$ cat src/rtl/pwr_seq_pkg.sv
// Shared types and widths for the power-sequence Misc block.
package pwr_seq_pkg;

    typedef enum logic [2:0] {
        PWD_IDLE,
        PWD_PRESS_DB,
        PWD_HELD,
        PWD_LONG,
        PWD_RELEASE_DB
    } pwd_state_t;

    localparam int MS_CNT_W = 16;

endpackage

$ cat src/rtl/sync_chain.sv
// Multi-flop synchronizer for an asynchronous active-low input; resets to the idle (high) level.
module sync_chain #(
    parameter int STAGES = 2
) (
    input  logic clk,
    input  logic rst,
    input  logic d_i,
    output logic q_o
);

    logic [STAGES-1:0] sync_q;

    always_ff @(posedge clk or posedge rst) begin
        if (rst) begin
            sync_q <= '1;
        end else begin
            sync_q <= {sync_q[STAGES-2:0], d_i};
        end
    end

    assign q_o = sync_q[STAGES-1];

endmodule

$ cat src/rtl/pulse_width_decoder.sv
// Debounces an active-low pulse and classifies its width (1 ms ticks) as glitch, short or long press.
// state      | meaning
// IDLE       | input high, counters cleared
// PRESS_DB   | input low, waiting DEBOUNCE_MS ticks to accept the press
// HELD       | press accepted, counting width toward LONG_MS
// LONG       | long press declared, width counts on (saturating)
// RELEASE_DB | input high, waiting DEBOUNCE_MS ticks to accept the release; width frozen
module pulse_width_decoder
    import pwr_seq_pkg::*;
#(
    parameter int SYNC_STAGES  = 2,
    parameter int DEBOUNCE_MS  = 16,
    parameter int SHORT_MIN_MS = 50,
    parameter int LONG_MS      = 4000,
    parameter int CNT_W        = 13
) (
    input  logic             clk,
    input  logic             rst,
    input  logic             pulse_in_n,
    input  logic             tick_1ms,
    output logic             level_n,
    output logic             short_evt,
    output logic             long_evt,
    output logic             glitch_evt,
    output logic [CNT_W-1:0] width_ms,
    output logic             width_valid
);

    logic                sync_n;
    pwd_state_t          state_q;
    logic [MS_CNT_W-1:0] db_cnt_q;
    logic [CNT_W-1:0]    width_cnt_q;
    logic                was_long_q;
    logic                level_n_q;
    logic                short_q;
    logic                long_q;
    logic                glitch_q;
    logic                valid_q;
    logic [CNT_W-1:0]    width_ms_q;

    sync_chain #(.STAGES(SYNC_STAGES)) u_sync (
        .clk (clk),
        .rst (rst),
        .d_i (pulse_in_n),
        .q_o (sync_n)
    );

    // An input change always takes priority over a coincident tick.
    always_ff @(posedge clk or posedge rst) begin
        if (rst) begin
            state_q     <= PWD_IDLE;
            db_cnt_q    <= '0;
            width_cnt_q <= '0;
            was_long_q  <= 1'b0;
            level_n_q   <= 1'b1;
            short_q     <= 1'b0;
            long_q      <= 1'b0;
            glitch_q    <= 1'b0;
            valid_q     <= 1'b0;
            width_ms_q  <= '0;
        end else begin
            short_q  <= 1'b0;
            long_q   <= 1'b0;
            glitch_q <= 1'b0;
            valid_q  <= 1'b0;
            case (state_q)
                PWD_IDLE: begin
                    db_cnt_q    <= '0;
                    width_cnt_q <= '0;
                    was_long_q  <= 1'b0;
                    if (!sync_n) state_q <= PWD_PRESS_DB;
                end
                PWD_PRESS_DB: begin
                    if (sync_n) begin
                        state_q <= PWD_IDLE;
                    end else if (tick_1ms) begin
                        if (db_cnt_q + MS_CNT_W'(1) == MS_CNT_W'(DEBOUNCE_MS)) begin
                            state_q     <= PWD_HELD;
                            level_n_q   <= 1'b0;
                            width_cnt_q <= CNT_W'(DEBOUNCE_MS);
                        end else begin
                            db_cnt_q <= db_cnt_q + MS_CNT_W'(1);
                        end
                    end
                end
                PWD_HELD: begin
                    if (sync_n) begin
                        state_q  <= PWD_RELEASE_DB;
                        db_cnt_q <= '0;
                    end else if (tick_1ms) begin
                        width_cnt_q <= width_cnt_q + CNT_W'(1);
                        if (width_cnt_q + CNT_W'(1) == CNT_W'(LONG_MS)) begin
                            state_q    <= PWD_LONG;
                            was_long_q <= 1'b1;
                            long_q     <= 1'b1;
                        end
                    end
                end
                PWD_LONG: begin
                    if (sync_n) begin
                        state_q  <= PWD_RELEASE_DB;
                        db_cnt_q <= '0;
                    end else if (tick_1ms && (width_cnt_q != '1)) begin
                        width_cnt_q <= width_cnt_q + CNT_W'(1);
                    end
                end
                PWD_RELEASE_DB: begin
                    if (!sync_n) begin
                        state_q <= was_long_q ? PWD_LONG : PWD_HELD;
                    end else if (tick_1ms) begin
                        if (db_cnt_q + MS_CNT_W'(1) == MS_CNT_W'(DEBOUNCE_MS)) begin
                            state_q    <= PWD_IDLE;
                            level_n_q  <= 1'b1;
                            width_ms_q <= width_cnt_q;
                            valid_q    <= 1'b1;
                            if (!was_long_q) begin
                                if (width_cnt_q >= CNT_W'(SHORT_MIN_MS)) short_q  <= 1'b1;
                                else                                      glitch_q <= 1'b1;
                            end
                        end else begin
                            db_cnt_q <= db_cnt_q + MS_CNT_W'(1);
                        end
                    end
                end
                default: state_q <= PWD_IDLE;
            endcase
        end
    end

    assign level_n     = level_n_q;
    assign short_evt   = short_q;
    assign long_evt    = long_q;
    assign glitch_evt  = glitch_q;
    assign width_ms    = width_ms_q;
    assign width_valid = valid_q;

endmodule

$ cat config.mk
export PLATFORM = sky130hd
export DESIGN_NAME = pulse_width_decoder
export DESIGN_NICKNAME = d
export VERILOG_FILES = /design/src/rtl/pwr_seq_pkg.sv /design/src/rtl/sync_chain.sv /design/src/rtl/pulse_width_decoder.sv
export SDC_FILE = /design/constraint.sdc
export NUM_CORES = 1
export LEC_CHECK = 0
export CAP_MARGIN = 20
export CORE_MARGIN = 5
export CORE_UTILIZATION = 55
export CTS_BUF_LIST = sky130_fd_sc_hd__clkbuf_2
export CTS_CLUSTER_DIAMETER = 50
export DETAILED_ROUTE_END_ITERATION = 10
export PLACE_DENSITY = 0.81
export SETUP_SLACK_MARGIN = 0.3
export SYNTH_ARGS = -nofsm -noshare
export SYNTH_HDL_FRONTEND = slang
export SYNTH_SLANG_ARGS = --single-unit
$ cat constraint.sdc
create_clock -name clk -period 4.45 [get_ports clk]
set_input_delay 0.445 -clock clk [delete_from_list [all_inputs] [get_ports clk]]
set_output_delay 0.445 -clock clk [all_outputs]
set_load 0.02 [all_outputs]
==> flow_summary.json <==
{
  "numCtsBuffers": 5,
  "clk_latency_ns": 0.45,
  "fin_util_pct": 61.1,
  "die_width_um": 85.9,
  "gp_congestion": 0.897,
  "setup_ws_ns": 1.21,
  "synth_seq_area_share_pct": 42.0,
  "grt_pass1_wl_um": 11600,
  "met2_usage_pct": 27.5,
  "antenna_cells": 0,
  "core_mm2": 0.00554,
  "drt_iter0_markers": 297,
  "drive_gt1_share_pct": 7.95,
  "fmax_mhz": 309,
  "power.leakage_nw": 1.33,
  "grt_setup_unrepaired": "false",
  "drt_pass1_iterations": 5,
  "yosysWarningCount": 0,
  "portBuffers": 21,
  "ctsResizeCount": 0,
  "cp_max_fo": 18,
  "cp.required_ns": 4.80,
  "max_stage_delay_ns": 0.61,
  "fin_skew_ns": 0.0267,
  "antenna_found_initial": 0,
  "post-place-ws_ns": 1.25,
  "synth_cells": 364,
  "vias": 2712,
  "worst_path_dominant_cell_family": "simple AND/OR/NAND/NOR gates",
  "layout.nets": 372,
  "clockBufferDepth": 2,
  "cts_root_buf": "clkbuf_2",
  "criticalPathCategory": "reg2reg",
  "grt_pass1_vias": 2454,
  "tightest_slew_ns": 0.890,
  "antenna_left": 0,
  "ioPinCount": 22,
  "whs_ns": 0.261,
  "startpoint_type": "flip-flop",
  "cp_num_cells": 8,
  "post-dp-hpwl_um": 4520,
  "grt_max_degree": 54,
  "cts.sinks": 53,
  "crit_slowest_cell": "or4_4",
  "synth.distinct_cells": 52,
  "netlist_area_mm2": 0.00317,
  "overflow": 0,
  "syn_area_per_cell_um2": 8.70,
  "cap_violations": 0,
  "crit_end": "width_ms[2]$_DFFE_PP0P_",
  "via_per_inst": 6.21,
  "power_density_mw_per_mm2": 283,
  "outcome": "completed",
  "start_util_pct": 57.2,
  "post-route-period-util_pct": 72.8,
  "irDropWorstVdd_mv": 0.144,
  "path_buf_inv": 0,
  "tritoncts": "yes",
  "grt_use_met3_pct": 3.84,
  "cp_cell_sequence": "ha_1 -> and3_1 -> a311oi_1 -> o221ai_1 -> or4_4 -> nor3_1 -> nand3_2 -> mux2_2",
  "cp.arrival_ns": 3.59,
  "placementRows": 27,
  "grt_busiest_layer": "met1",
  "syn-num-nets": 372,
  "regArea_mm2": 0.00133,
  "fp.dieH_um": 85.9,
  "fin_setup_tns_ns": 0,
  "r2r_slack_ns": 1.21,
  "drcViolationCount": 0,
  "r2r_start": "db_cnt_q[0]$_DFFE_PP0P_",
  "finalHoldViolCount": 0,
  "hold_path.class": "in2async",
  "routed_wl_um": 6540,
  "setup_viol": 0,
  "nFillCells": 502,
  "cp-end-kind": "flip-flop",
  "dieArea_mm2": 0.00738,
  "area_delta_synth_final_pct": 6.91,
  "r2r_end": "width_ms[2]$_DFFE_PP0P_",
  "cts_setup_buffers": 0,
  "path_clk_slew_ns": 0.28,
  "slew_headroom_pct": 40.7,
  "final_max_slew_viol_count": 0,
  "reg2reg_depth": 8,
  "fin_crit_ns": 3.24,
  "routedWlPerCell_um": 15.0,
  "h-tree-depth": 2,
  "grt_use_met1_pct": 29.5,
  "multi_input_area_mm2": 0.00165,
  "cp-startpoint": "db_cnt_q[0]$_DFFE_PP0P_",
  "cts_hold_buffers": 0,
  "synth-seq-cells": 53,
  "grtUsageTotal_pct": 19.2
}
-- cells in the final DEF (no fill, tap or decap), types with 2 or more instances in the layout --
master,instances
and4_1,5
nor3_1,13
nand3_1,16
mux2_2,8
a41oi_1,2
o21ai_0,27
ha_1,4
o31ai_1,12
inv_1,12
dfrtp_1,50
o41ai_1,4
nand2b_1,6
nor4_1,7
nor2_1,25
nor3_2,2
nand4_1,5
nor3b_1,3
xnor2_1,6
nand2_1,37
and2_1,4
mux2i_1,3
xor2_1,2
a21oi_1,21
a211oi_1,2
or4_1,3
o221ai_1,3
o21ai_1,13
clkdlybuf4s50_1,21
dfstp_2,3
clkbuf_2,6
and3_1,6
nor2b_1,3
or3_1,4
a31oi_1,6
a311oi_1,2
-- how the worst min path moves through the flow --
stage | from | endpoint | slack (ns) | depth (start not counted)
2_1_floorplan | u_sync.sync_q[0]$_DFF_PP1_ | u_sync.sync_q[1]$_DFF_PP1_ | 0.35 | 0
3_3_place_gp | u_sync.sync_q[0]$_DFF_PP1_ | u_sync.sync_q[1]$_DFF_PP1_ | 0.35 | 0
5_1_grt | rst | long_evt$_DFF_PP0_ | 0.28 | 2
3_5_place_dp | u_sync.sync_q[0]$_DFF_PP1_ | u_sync.sync_q[1]$_DFF_PP1_ | 0.35 | 0
4_1_cts | pulse_in_n | u_sync.sync_q[0]$_DFF_PP1_ | 0.36 | 1
6_report | rst | glitch_evt$_DFF_PP0_ | 0.26 | 2
-- sequential cells by signal (all words and copies together) (netlist names) --
name	cells
width_cnt_q	13
state_q	3
short_evt	1
width_valid	1
db_cnt_q	16
width_ms	13
glitch_evt	1
u_sync.sync_q	2
long_evt	1
was_long_q	1
level_n	1
-- synth_stat cells (all sizes together) --
cell / instances / area [um^2]
a211oi: 2 / 15.0
a21o: 1 / 7.51
a21oi: 21 / 105
a221oi: 1 / 8.76
a311oi: 2 / 17.5
a31o: 1 / 8.76
a31oi: 7 / 50.1
a32oi: 1 / 8.76
a41oi: 2 / 17.5
and2: 4 / 25.0
and3: 6 / 37.5
and4: 5 / 43.8
buf: 13 / 82.6
clkbuf: 16 / 60.1
dfrtp: 50 / 1250
dfstp: 3 / 78.8
ha: 4 / 50.1
inv: 13 / 48.8
mux2: 8 / 90.1
mux2i: 3 / 30.0
nand2: 37 / 139
nand2b: 6 / 37.5
nand3: 17 / 90.1
nand3b: 1 / 7.51
nand4: 5 / 31.3
nand4b: 1 / 8.76
nor2: 25 / 93.8
nor2b: 3 / 18.8
nor3: 15 / 85.1
nor3b: 3 / 22.5
nor4: 7 / 43.8
nor4b: 1 / 8.76
o211a: 1 / 17.5
o211ai: 1 / 7.51
o21ai: 40 / 200
o221ai: 3 / 26.3
o2bb2ai: 1 / 8.76
o311ai: 1 / 16.3
o31ai: 13 / 103
o41ai: 4 / 35.0
or3: 4 / 25.0
or4: 4 / 33.8
xnor2: 6 / 52.6
xor2: 2 / 17.5
-- through the flow --
step	cells	area, um^2	power (mW)
final	437	3390	0.960
after global routing	437	3390	1.02
after CTS	436	3370	0.962
after detailed placement	428	3320	0.773
after global placement	428	3320	0.766
after floorplan	364	3170	0.733
-- routing by layer --
| layer | vias to the layer above | wire length, um |
|---|---|---|
| li1 | 1332 | - |
| met1 | 1269 | 3210 |
| met2 | 101 | 2800 |
| met3 | 10 | 444 |
| met4 | 0 | 83 |
| met5 | - | 0 |
-- area by class of cell --
class	count	share of cell area (%)
sequential	53	39.3
multi-input combinational	269	48.6
clock buffer	6	0.887
tap	72	2.66
timing repair buffer	22	6.80
inverter	13	1.44
clock inverter	2	0.333
-- cells by family (layout without fill, tap and decap cells) --
family	after synthesis	after routing	share of synthesized area (%)
AND/OR/NAND/NOR	144	144	23.7
buffers and inverters	42	43	6.04
multiplexers	11	11	3.79
flip-flops	53	53	42.0
adder cells (fa/ha/maj)	4	4	1.58
AO/OA/AOI/OAI	102	102	20.6
XOR/XNOR	8	8	2.21
-- report_power, final --
group	switching (mW)	total (mW)	internal, mW
sequential	0.0344	0.533	0.499
clock	0.151	0.190	0.0391
combinational	0.157	0.237	0.0799
total	0.342	0.960	0.618
Note: power is estimated with default switching activity, not from simulation.
